--- src/rtl/fifo_packer_pkg.sv ---
// Shared types and sizing helpers for the word packer and its companion blocks.
package fifo_packer_pkg;

    localparam int unsigned C_WORD_WIDTH = 32;

    typedef logic [C_WORD_WIDTH-1:0] word_t;

    function automatic int unsigned clog2(input int unsigned value);
        int unsigned r;
        r = 0;
        while ((32'd1 << r) < value) begin
            r = r + 1;
        end
        return r;
    endfunction

    // The packing buffer holds up to 2*words-1 words, so its count needs clog2(2*words) bits.
    function automatic int unsigned cnt_width(input int unsigned words);
        return clog2(2 * words);
    endfunction

endpackage

--- src/rtl/fifo_packer_mask.sv ---
// Registered enable-to-word mask: words at index >= en are zeroed, en is passed alongside.
module fifo_packer_mask
    import fifo_packer_pkg::*;
#(
    parameter int unsigned C_WORDS    = 4,
    parameter int unsigned C_EN_WIDTH = clog2(C_WORDS) + 1
) (
    input  logic                              clk,
    input  logic                              rst,
    input  logic [C_WORDS*C_WORD_WIDTH-1:0]   data,
    input  logic [C_EN_WIDTH-1:0]             en,
    output logic [C_WORDS*C_WORD_WIDTH-1:0]   masked,
    output logic [C_EN_WIDTH-1:0]             masked_en
);

    logic [C_WORDS*C_WORD_WIDTH-1:0] keep;

    always_comb begin
        keep = '0;
        for (int unsigned i = 0; i < C_WORDS; i++) begin
            word_t w;
            w = data[i*C_WORD_WIDTH +: C_WORD_WIDTH];
            keep[i*C_WORD_WIDTH +: C_WORD_WIDTH] = (C_EN_WIDTH'(i) < en) ? w : '0;
        end
    end

    always_ff @(posedge clk) begin
        if (rst) begin
            masked    <= '0;
            masked_en <= '0;
        end else begin
            masked    <= keep;
            masked_en <= en;
        end
    end

endmodule

--- src/rtl/fifo_packer_n.sv ---
// Packs 0..C_WORDS 32-bit words per cycle into full C_WORDS-wide FIFO writes with a word count.
// Optional FIFO_PACKER_WORD_COUNT_EN adds a saturating PACKED_WORD_COUNT output.
module fifo_packer_n
    import fifo_packer_pkg::*;
#(
    parameter int unsigned C_WORDS    = 4,
    parameter int unsigned C_EN_WIDTH = clog2(C_WORDS) + 1
) (
    input  logic                             CLK,
    input  logic                             RST,
    input  logic [C_WORDS*C_WORD_WIDTH-1:0]  DATA_IN,
    input  logic [C_EN_WIDTH-1:0]            DATA_IN_EN,
    input  logic                             DATA_IN_DONE,
    input  logic                             DATA_IN_ERR,
    input  logic                             DATA_IN_FLUSH,
    output logic [C_WORDS*C_WORD_WIDTH-1:0]  PACKED_DATA,
    output logic                             PACKED_WEN,
    output logic [C_EN_WIDTH-1:0]            PACKED_EN,
    output logic                             PACKED_DATA_DONE,
    output logic                             PACKED_DATA_ERR,
`ifdef FIFO_PACKER_WORD_COUNT_EN
    output logic [31:0]                      PACKED_WORD_COUNT,
`endif
    output logic                             PACKED_DATA_FLUSHED
);

    localparam int unsigned DW = C_WORDS * C_WORD_WIDTH;
    localparam int unsigned BW = (2 * C_WORDS - 1) * C_WORD_WIDTH;
    localparam int unsigned CW = cnt_width(C_WORDS);
    localparam logic [CW-1:0]         FULL    = CW'(C_WORDS);
    localparam logic [C_EN_WIDTH-1:0] FULL_EN = C_EN_WIDTH'(C_WORDS);

    logic [DW-1:0]         data_q;
    logic [C_EN_WIDTH-1:0] en_q;
    logic                  done_q, err_q, flush_q;
    logic [DW-1:0]         masked;
    logic [C_EN_WIDTH-1:0] masked_en;
    logic [BW-1:0]         buffer, buffer_next;
    logic [CW-1:0]         count, count_next, base;
    logic [C_EN_WIDTH-1:0] flush_en, flush_en_next;
    logic                  write;

    always_ff @(posedge CLK) begin
        data_q <= DATA_IN;
        if (RST) begin
            en_q    <= '0;
            done_q  <= 1'b0;
            err_q   <= 1'b0;
            flush_q <= 1'b0;
        end else begin
            en_q    <= (DATA_IN_EN > FULL_EN) ? FULL_EN : DATA_IN_EN;
            done_q  <= DATA_IN_DONE;
            err_q   <= DATA_IN_ERR;
            flush_q <= DATA_IN_FLUSH;
        end
    end

    fifo_packer_mask #(
        .C_WORDS    (C_WORDS),
        .C_EN_WIDTH (C_EN_WIDTH)
    ) u_mask (
        .clk       (CLK),
        .rst       (RST),
        .data      (data_q),
        .en        (en_q),
        .masked    (masked),
        .masked_en (masked_en)
    );

    // Words above count are always zero, so a forced flush write pads with zeros for free.
    always_comb begin
        write         = count >= FULL;
        base          = write ? count - FULL : count;
        buffer_next   = write ? (buffer >> DW) : buffer;
        count_next    = base;
        flush_en_next = write ? '0 : flush_en;
        if (masked_en != '0) begin
            buffer_next = buffer_next | ({{(BW-DW){1'b0}}, masked} << (base * C_WORD_WIDTH));
            count_next  = base + CW'(masked_en);
        end
        if (flush_q && count != '0 && count < FULL) begin
            count_next    = FULL;
            flush_en_next = C_EN_WIDTH'(count);
        end
    end

    always_ff @(posedge CLK) begin
        if (RST) begin
            buffer              <= '0;
            count               <= '0;
            flush_en            <= '0;
            PACKED_DATA         <= '0;
            PACKED_WEN          <= 1'b0;
            PACKED_EN           <= '0;
            PACKED_DATA_DONE    <= 1'b0;
            PACKED_DATA_ERR     <= 1'b0;
            PACKED_DATA_FLUSHED <= 1'b0;
        end else begin
            buffer              <= buffer_next;
            count               <= count_next;
            flush_en            <= flush_en_next;
            PACKED_DATA         <= buffer[DW-1:0];
            PACKED_WEN          <= write;
            PACKED_EN           <= write ? ((flush_en != '0) ? flush_en : FULL_EN) : '0;
            PACKED_DATA_DONE    <= done_q;
            PACKED_DATA_ERR     <= err_q;
            PACKED_DATA_FLUSHED <= flush_q;
        end
    end

`ifdef FIFO_PACKER_WORD_COUNT_EN
    logic [32:0] word_sum;

    always_comb begin
        word_sum = {1'b0, PACKED_WORD_COUNT} + 33'(PACKED_EN);
    end

    always_ff @(posedge CLK) begin
        if (RST || PACKED_DATA_FLUSHED) begin
            PACKED_WORD_COUNT <= '0;
        end else if (PACKED_WEN) begin
            PACKED_WORD_COUNT <= word_sum[32] ? '1 : word_sum[31:0];
        end
    end
`endif

endmodule
--- config.mk ---
export PLATFORM = sky130hd
export DESIGN_NAME = fifo_packer_n
export DESIGN_NICKNAME = d
export VERILOG_FILES = /design/src/rtl/fifo_packer_pkg.sv /design/src/rtl/fifo_packer_mask.sv /design/src/rtl/fifo_packer_n.sv
export SDC_FILE = /design/constraint.sdc
export NUM_CORES = 1
export LEC_CHECK = 0
export ABC_CLOCK_PERIOD_IN_PS = 2100
export BUFFER_PORTS_ARGS = -buffer_cell sky130_fd_sc_hd__buf_2
export CAP_MARGIN = 20
export CORE_AREA = 2 2 147 257
export CTS_CLUSTER_SIZE = 10
export DETAILED_ROUTE_END_ITERATION = 8
export DIE_AREA = 0 0 149 259
export GPL_ROUTABILITY_DRIVEN = 0
export PLACE_DENSITY = 0.78
export SLEW_MARGIN = 30
export SYNTH_ARGS = -nofsm -noshare
export SYNTH_HDL_FRONTEND = slang
export SYNTH_HIERARCHICAL = 1
export SYNTH_SLANG_ARGS = --single-unit
--- constraint.sdc ---
create_clock -name CLK -period 2.1 [get_ports CLK]
set_input_delay 0.105 -clock CLK [delete_from_list [all_inputs] [get_ports CLK]]
set_output_delay 0.105 -clock CLK [all_outputs]
set_load 0.01 [all_outputs]
# --- After elaboration in Yosys (flattened, before gate mapping) ---
# Index checks and enable logic that the tools add are counted.
totals:
  out_inout_bits: 135
  register_bits: 630
  word_cells: 62
classes:
  add_sub_neg: 2
  order_cmp: 7
  bitwise_logic: 7
  mux: 9
  reduce_logical: 14
  shifts: 1
op_table:
  columns: ["op", "n"]
  rows:
  - ["$mux 224", 2]
  - ["$or 224x224->224", 1]
  - ["$shl 128x8->224", 1]
  - ["$mux 3", 7]
  - ["$reduce_or 2->1", 7]
  - ["$reduce_bool 3->1", 3]
  - ["$lt 1x3->1 const A", 2]
  - ["$lt 2x3->1 const A", 2]
  - ["$not 1->1", 6]
  - ["$add 3x3->3", 1]
  - ["$ge 3x3->1 const B", 1]
  - ["$gt 3x3->1 const B", 1]
  - ["$lt 3x3->1 const B", 1]
  - ["$reduce_or 3->1", 1]
  - ["$sub 3x3->3 const B", 1]
  - ["$logic_and 1x1->1", 2]
  - ["$reduce_bool 2->1", 1]

# --- Depth between registers and ports, before layout ---
# Gate-level depths: netlist (run 1).
depth:
  depth_word: 5
  mapped_depth: 6
  ltp_nobuf: 5

# --- Cells and area by module ---
# The synthesis (run 1) kept the hierarchy.
by_module_without_submodules:
  columns: ["module", "area_each_um2", "instances", "cells_each", "seq_area_each_um2"]
  rows:
  - ["fifo_packer_n", 16928.7, 1, 1597, 9989.6]
  - ["fifo_packer_mask", 3641.0, 1, 284, 2622.5]

# --- Worst setup path before layout (run 1) ---
# No wires, ideal clock.
synth_path:
  path_kind: "register to register"
  startpoint: "register count[0]"
  endpoint: "register buffer[102]"
  setup_time_ns: 0.125
  slack_ns: 0.647
  stages_incl_launch_ff: 6
  path_buffers: 2
  arrival_ns: 1.328
  cell_sequence: "dfxtp_1 > buf_2 > buf_2 > mux2_2 > a32oi_1 > o21ai_0"
synth_between:
  elab_chain_cells: 5
  elab_cells_between_ends: 7
synth_lines:
  columns: ["item", "line", "rtl"]
  rows:
  - ["start, declared", "fifo_packer_n.sv:39", "logic [CW-1:0] count, count_next, base;"]
  - ["start signal, assigned", "fifo_packer_n.sv:100", "count <= count_next;"]
  - ["$sub 3x3->3 / $ge 3x3->1 (equally long branches)", "fifo_packer_n.sv:73, fifo_packer_n.sv:72", null]
  - ["$mux 3", "fifo_packer_n.sv:73", "base = write ? count - FULL : count;"]
  - ["$shl 128x8->224", "fifo_packer_n.sv:78", "buffer_next = buffer_next | ({{(BW-DW){1'b0}}, masked} << (base * C_WORD_WIDTH));"]
  - ["$or 224x224->224", "fifo_packer_n.sv:78", null]
  - ["$mux 224 *", "fifo_packer_n.sv:77", "if (masked_en != '0) begin"]
  - ["end signal, assigned", "fifo_packer_n.sv:99", "buffer <= buffer_next;"]
  - ["end, declared", "fifo_packer_n.sv:38", "logic [BW-1:0] buffer, buffer_next;"]
# Mark *: on every way between the ends. The rest lies on a longest branch, timed or not.
# A chain may end at the register's enable or synchronous reset.

# --- Worst setup path in the final report (run 1) ---
layout_path:
  startpoint: "input RST"
  endpoint: "register en_q[0]"
layout_between:
  elab_chain_cells: 1
layout_lines:
  columns: ["item", "line", "rtl"]
  rows:
  - ["start, declared", "fifo_packer_n.sv:10", "input logic RST,"]
  - ["$reduce_or 2->1 (no source line)", null, null]
  - ["end signal, assigned", "fifo_packer_n.sv:51", "en_q <= (DATA_IN_EN > FULL_EN) ? FULL_EN : DATA_IN_EN;"]
  - ["end, declared", "fifo_packer_n.sv:34", "logic [C_EN_WIDTH-1:0] en_q;"]
# No other way between the ends.

==> results.toml, run 1 <==
[synthesis]
synth-seq-cells = 630
avgSynthCellArea_um2 = 10.9
synth-seq-area-share_pct = 61.3
netlist_area_um2 = 20600
synth.distinct_cells = 34
syn-instance-count = 1881
yosys_warnings = 6
synth_nets = 2019

[layout]
drive_gt1_share_pct = 20.8
area_growth_syn_to_layout_pct = 25.2
diodes = 0
layout_commonest_cell = "dfxtp_1"
nets = 2390
nFillCells = 2512
final_cell_mix = "dfxtp_1, buf_2, nor2b_1"
fin_util_pct = 70.5

[setup_path]
worst_path_max_delay_cell = "dlygate4sd3_1"
end_kind = "register"
criticalPathCategory = "primary input to register"
critPathArrivalTime_ns = 2.49
cp_cell_sequence = "dlygate4sd3_1 > buf_8 > buf_12 > nor3b_1 > dlygate4sd3_1"
crit_fanout = 171
slowest_delay_ns = 0.61
cp.required_ns = 2.57
setup.worst_path.start_class = "primary input"
crit_top_cell = "dlygate4sd3_1"

[clock_network]
clkSinkCount = 630
clock_path_buffers = 3
htree_levels = 3
cts_setup_buffers = 0
clkTransAtPathRegs_ns = 0.05
clk_latency_ns = 0.59
cts_tree = "built"
root_buffer = "clkbuf_16"
cts_made_buffers = 73

[pwr]
netSwitchingPower_mw = 5.41
power.internal_mw = 19.2
p_leak_nw = 10.2
swShare_pct = 22.0
p_comb_share_pct = 5.0
ir_worst_vdd_v = 0.000917
power_frac_clock_pct = 44.4
power_density_nw_per_um2 = 954
seqPwrFrac_pct = 50.6

[floorplanning]
coreArea_um2 = 36500
boundaryPins = 271
std_cell_rows = 93
die_w_um = 149
start_util_pct = 56.3
die_area_um2 = 38600
fp.dieH_um = 259

[global_routing]
grt_pass1_wl_mm = 87.0
overflow = 0
grt_pass1_vias = 16268
grt_max_degree = 172
antenna_found_initial = 0
grt_use_total_pct = 29.0

[timing]
slew_headroom_pct = 44.5
fin_crit_sh_pct = 95.9
tightest_slew_ns = 0.832
max_freq_ghz = 0.496
rsz0062_at_grt = "false"
fin_setup_tns_ns = 0
finalWorstPathRequiredPeriod_ns = 2.01
slew_violations = 0
finalHoldViolCount = 0
skew_ns = 0.0250
finalSetupViolCount = 0

[place]
io_buffer_count = 270
dp_hpwl_mm = 32.7

[detailed_routing]
vias = 15388
drtIter0Drc = 1074
drc = 0
wl_mm = 56.5
ant_nets = 0
first_pass_iters = 5
vias_per_cell = 5.62
wire_per_inst_um = 20.6

[run]
maxCapViolations = 0

[min_path]
hp-class = "primary input to register"

[outcome]
outcome = "complete, no violations"
## power groups by stage
stage	Sequential [mW]	Combinational, mW	Clock (mW)
6_report	12.4	1.23	10.9
5_1_grt	12.5	1.30	11.5
4_1_cts	12.4	1.19	11.0
3_3_place_gp	12.7	0.963	0
2_1_floorplan	12.6	0.605	0
3_5_place_dp	12.7	0.989	0
## cell families (layout without fill, tap and decap cells)
group	Yosys count	in the layout	synth area share (%)
adders and majority gates	2	2	0.158
AOI/OAI and AO/OA	298	298	8.16
and+or+nand+nor	609	609	17.3
buffers and inverters	148	529	3.25
muxes	194	194	9.83
DFF	630	630	61.3
## per-stage QoR
step                      std cells  total power, mW  instance area (um^2)  hold slack (ns)  worst slack, ns
final                          2737             24.6                 25800            0.151           0.0853
after global placement         2515             13.6                 22400            0.208            0.359
after global routing           2737             25.3                 25800            0.141           0.0336
after detailed placement       2516             13.7                 22400            0.209            0.224
after floorplan                1881             13.2                 20600            0.133            0.647
after CTS                      2736             24.6                 25700            0.127            0.183
## flip-flops by register name (all words and copies together) (netlist names), named ones only
| register | cells |
|---|---|
| buffer | 224 |
| PACKED_DATA | 128 |
| data_q | 128 |
| u_mask/masked | 128 |
| PACKED_EN | 3 |
| en_q | 3 |
| flush_en | 3 |
| u_mask/masked_en | 3 |
| count | 2 |
| PACKED_DATA_DONE | 1 |
| PACKED_DATA_ERR | 1 |
| PACKED_DATA_FLUSHED | 1 |
| PACKED_WEN | 1 |
| done_q | 1 |
| err_q | 1 |
| flush_q | 1 |
## Yosys cell counts
master | count | share of area, %
and2b_1 | 1 | 0.037
and3_1 | 1 | 0.030
mux2_2 | 64 | 3.5
o21ai_0 | 24 | 0.58
nor3_1 | 2 | 0.049
nor3_2 | 1 | 0.049
o21ai_1 | 10 | 0.24
or3_1 | 34 | 1.0
a32oi_1 | 32 | 1.4
ha_1 | 1 | 0.061
buf_4 | 4 | 0.15
nor2b_1 | 236 | 7.2
a21boi_0 | 2 | 0.073
o21ba_2 | 2 | 0.097
o31a_1 | 1 | 0.043
mux2i_1 | 130 | 6.3
a21oi_1 | 193 | 4.7
clkbuf_1 | 63 | 1.1
clkbuf_2 | 3 | 0.073
inv_1 | 1 | 0.018
o311a_1 | 1 | 0.049
a31oi_1 | 32 | 0.97
fa_1 | 1 | 0.097
dfxtp_1 | 630 | 61
buf_6 | 2 | 0.11
nor2_2 | 1 | 0.030
and2_1 | 66 | 2.0
nor2_1 | 68 | 1.2
nor3b_1 | 67 | 2.4
buf_2 | 64 | 1.6
buf_1 | 11 | 0.20
nand2_1 | 4 | 0.073
nand3_1 | 128 | 3.1
o21a_1 | 1 | 0.037
## worst paths after layout
| path | slack, ns | to | depth (start not counted) | from |
|---|---|---|---|---|
| setup / recovery | 0.09 | en_q[0] | 5 | RST |
| hold / removal | 0.15 | data_q[91] | 2 | DATA_IN[91] |
| setup reg to reg | 0.22 | buffer[103] | 3 | register |
| hold reg to reg | 0.42 | u_mask/masked[38] | 1 | data_q[38] |
## final cells by class
| cell class | count | area, um^2 | share of cell area [%] |
|---|---|---|---|
| flip-flops and latches | 630 | 12600 | 49.0 |
| multi-input cells | 1103 | 7360 | 28.6 |
| repair buffers | 443 | 3200 | 12.4 |
| clock buffers | 79 | 1890 | 7.35 |
| well taps | 475 | 594 | 2.31 |
| clock inverters | 6 | 82.6 | 0.321 |
| inverters | 1 | 3.75 | 0.0146 |
## what timing repair did
| item | CTS | global route |
|---|---|---|
| hold buffers | 135 | 0 |
| gates resized for setup | 0 | 0 |
| hold endpoints to repair | 179 | 0 |
## worst max-delay path, delay by kind of cell
family,cells,cell delay [ns]
buffers and inverters,4,2.07
and+or+nand+nor,1,0.13
## per-layer routing
metal	routed length, um	global-route usage, %	vias up
li1	-	-	7137
met5	0	0	-
met3	3220	4.87	185
met2	29400	51.9	661
met4	3450	18.7	0
met1	20400	31.2	7405
Note: power is estimated with default switching activity, not from simulation.
==> run 2: changes to the inputs <==
--- a/config.mk
+++ b/config.mk
@@ -5,15 +5,16 @@
 export SDC_FILE = /design/constraint.sdc
 export NUM_CORES = 1
 export LEC_CHECK = 0
-export ABC_CLOCK_PERIOD_IN_PS = 2100
+export ABC_CLOCK_PERIOD_IN_PS = 2600
 export BUFFER_PORTS_ARGS = -buffer_cell sky130_fd_sc_hd__buf_2
 export CAP_MARGIN = 20
-export CORE_AREA = 2 2 147 257
+export CORE_AREA = 5 5 145 251
 export CTS_CLUSTER_SIZE = 10
 export DETAILED_ROUTE_END_ITERATION = 8
-export DIE_AREA = 0 0 149 259
+export DIE_AREA = 0 0 150 256
 export GPL_ROUTABILITY_DRIVEN = 0
-export PLACE_DENSITY = 0.78
+export PLACE_DENSITY = 0.83
+export REMOVE_ABC_BUFFERS = 1
 export SLEW_MARGIN = 30
 export SYNTH_ARGS = -nofsm -noshare
 export SYNTH_HDL_FRONTEND = slang
==> constraint.sdc (replaced) <==
create_clock -name CLK -period 2.6 [get_ports CLK]
set_input_delay 0.13 -clock CLK [delete_from_list [all_inputs] [get_ports CLK]]
set_output_delay 0.13 -clock CLK [all_outputs]
set_load 0.01 [all_outputs]
==> run 2 against run 1 <==
Total power shrank 19%. Via count grew 2.4%. Routed wire length grew 4.8%. Cell count shrank 0.91%. Combinational power decreased by 19%. Non-clock buffer count decreased by 7.
==> results.toml, run 2 (same netlist as run 1, synthesis figures left out) <==
[outcome]
outcome = "complete, no violations"

[floorplanning]
start_util_pct = 60.1
die_area_um2 = 38400
die_w_um = 150
fp.dieH_um = 256
coreArea_um2 = 34200
std_cell_rows = 90
boundaryPins = 271

[global_routing]
grt_pass1_vias = 16767
grt_pass1_wl_mm = 91.3
grt_use_total_pct = 30.4
grt_max_degree = 143
antenna_found_initial = 1
overflow = 0

[pwr]
power_density_nw_per_um2 = 774
p_leak_nw = 10.1
ir_worst_vdd_v = 0.000606

[detailed_routing]
drtIter0Drc = 1192
drc = 0
wl_mm = 59.2
first_pass_iters = 5
vias = 15752
ant_nets = 0
vias_per_cell = 5.81
wire_per_inst_um = 21.8

[layout]
layout_commonest_cell = "dfxtp_1"
final_cell_mix = "dfxtp_1, buf_2, nor2b_1"
nets = 2382
area_growth_syn_to_layout_pct = 24.5
fin_util_pct = 74.8
stdcell_count = 2712
largest_register_ffs = 224
drive_gt1_share_pct = 20.6
top_register = "buffer"
final_cell_area_um2 = 25600
nFillCells = 2190

[place]
dp_hpwl_mm = 32.7
pre_cts_ws_ns = 0.601
io_buffer_count = 270
dp_cells = 2495
place_area_um2 = 22300

[timing]
timing.final.ws_setup_ns = 0.543
skew_ns = 0.0242
rsz0062_at_grt = "false"
finalSetupViolCount = 0
slew_violations = 0
finalWorstPathRequiredPeriod_ns = 2.06
tightest_slew_ns = 1.05
finalHoldViolCount = 0
max_freq_ghz = 0.486
slew_headroom_pct = 30.2
fin_crit_sh_pct = 79.1

[setup_path]
cp.required_ns = 3.11
end_kind = "register"
crit_fanout = 23
critPathArrivalTime_ns = 2.57
setup.worst_path.start_class = "register"
criticalPathCategory = "register to register"

[clock_network]
htree_levels = 3
root_buffer = "clkbuf_16"
cts_made_buffers = 72
post_cts_resized = 0
clkSinkCount = 630
cts_tree = "built"
clkTransAtPathRegs_ns = 0.06
clk_latency_ns = 0.60
clock_path_buffers = 3

[min_path]
hp-class = "primary input to register"
hp-start = "DATA_IN[107]"

[run]
maxCapViolations = 0
## run 2: cell type report
class | count | area (um^2) | area share (%)
inverters | 1 | 3.75 | 0.0147
repair buffers | 436 | 3110 | 12.1
diodes | 1 | 2.50 | 0.00977
flip-flops and latches | 630 | 12600 | 49.3
multi-input cells | 1103 | 7360 | 28.7
clock buffers | 76 | 1860 | 7.26
clock inverters | 5 | 77.6 | 0.303
well taps | 460 | 576 | 2.25
## run 2: routing by layer
metal / routed length, um / global-route usage (%) / up-vias
met2: 30200 / 52.2 / 805
met1: 20400 / 32.6 / 7545
met3: 4020 / 5.47 / 262
met5: 0 / 0 / -
met4: 4580 / 22.7 / 0
li1: - / - / 7140
## run 2: repair_timing
action / 4_1_cts / 5_1_grt
hold endpoints to repair: 167 / 0
buffers inserted: 0 / 0
hold buffers: 135 / 0
## run 2: through the flow
stage / setup TNS, ns / power, mW / hold WS [ns]
final: 0 / 19.8 / 0.163
after global routing: 0 / 20.3 / 0.159
after floorplan: -715.91 / 10.6 / 0.158
after CTS: 0 / 19.7 / 0.146
after detailed placement: 0 / 11.0 / 0.234
after global placement: 0 / 11.0 / 0.234
## run 2: path summary, 6_finish.rpt
| kind | endpoint | slack (ns) | depth (start not counted) |
|---|---|---|---|
| worst max-delay path | buffer[153] | 0.54 | 4 |
| worst min-delay path | data_q[107] | 0.16 | 2 |
| worst max register to register | buffer[153] | 0.54 | 4 |
| worst min register to register | u_mask/masked[114] | 0.42 | 1 |
## run 2: report_power, final
| part | internal, mW | switching (mW) |
|---|---|---|
| sequential | 9.91 | 0.142 |
| combinational | 0.439 | 0.554 |
| clock | 5.05 | 3.73 |
| total | 15.4 | 4.43 |
## run 2: critical path, stage by stage, from the launching register on
cell and delay, ns:
dfxtp_2 0.65, o31a_2 0.71, buf_4 0.34, a21oi_1 0.09, a21oi_1 0.15
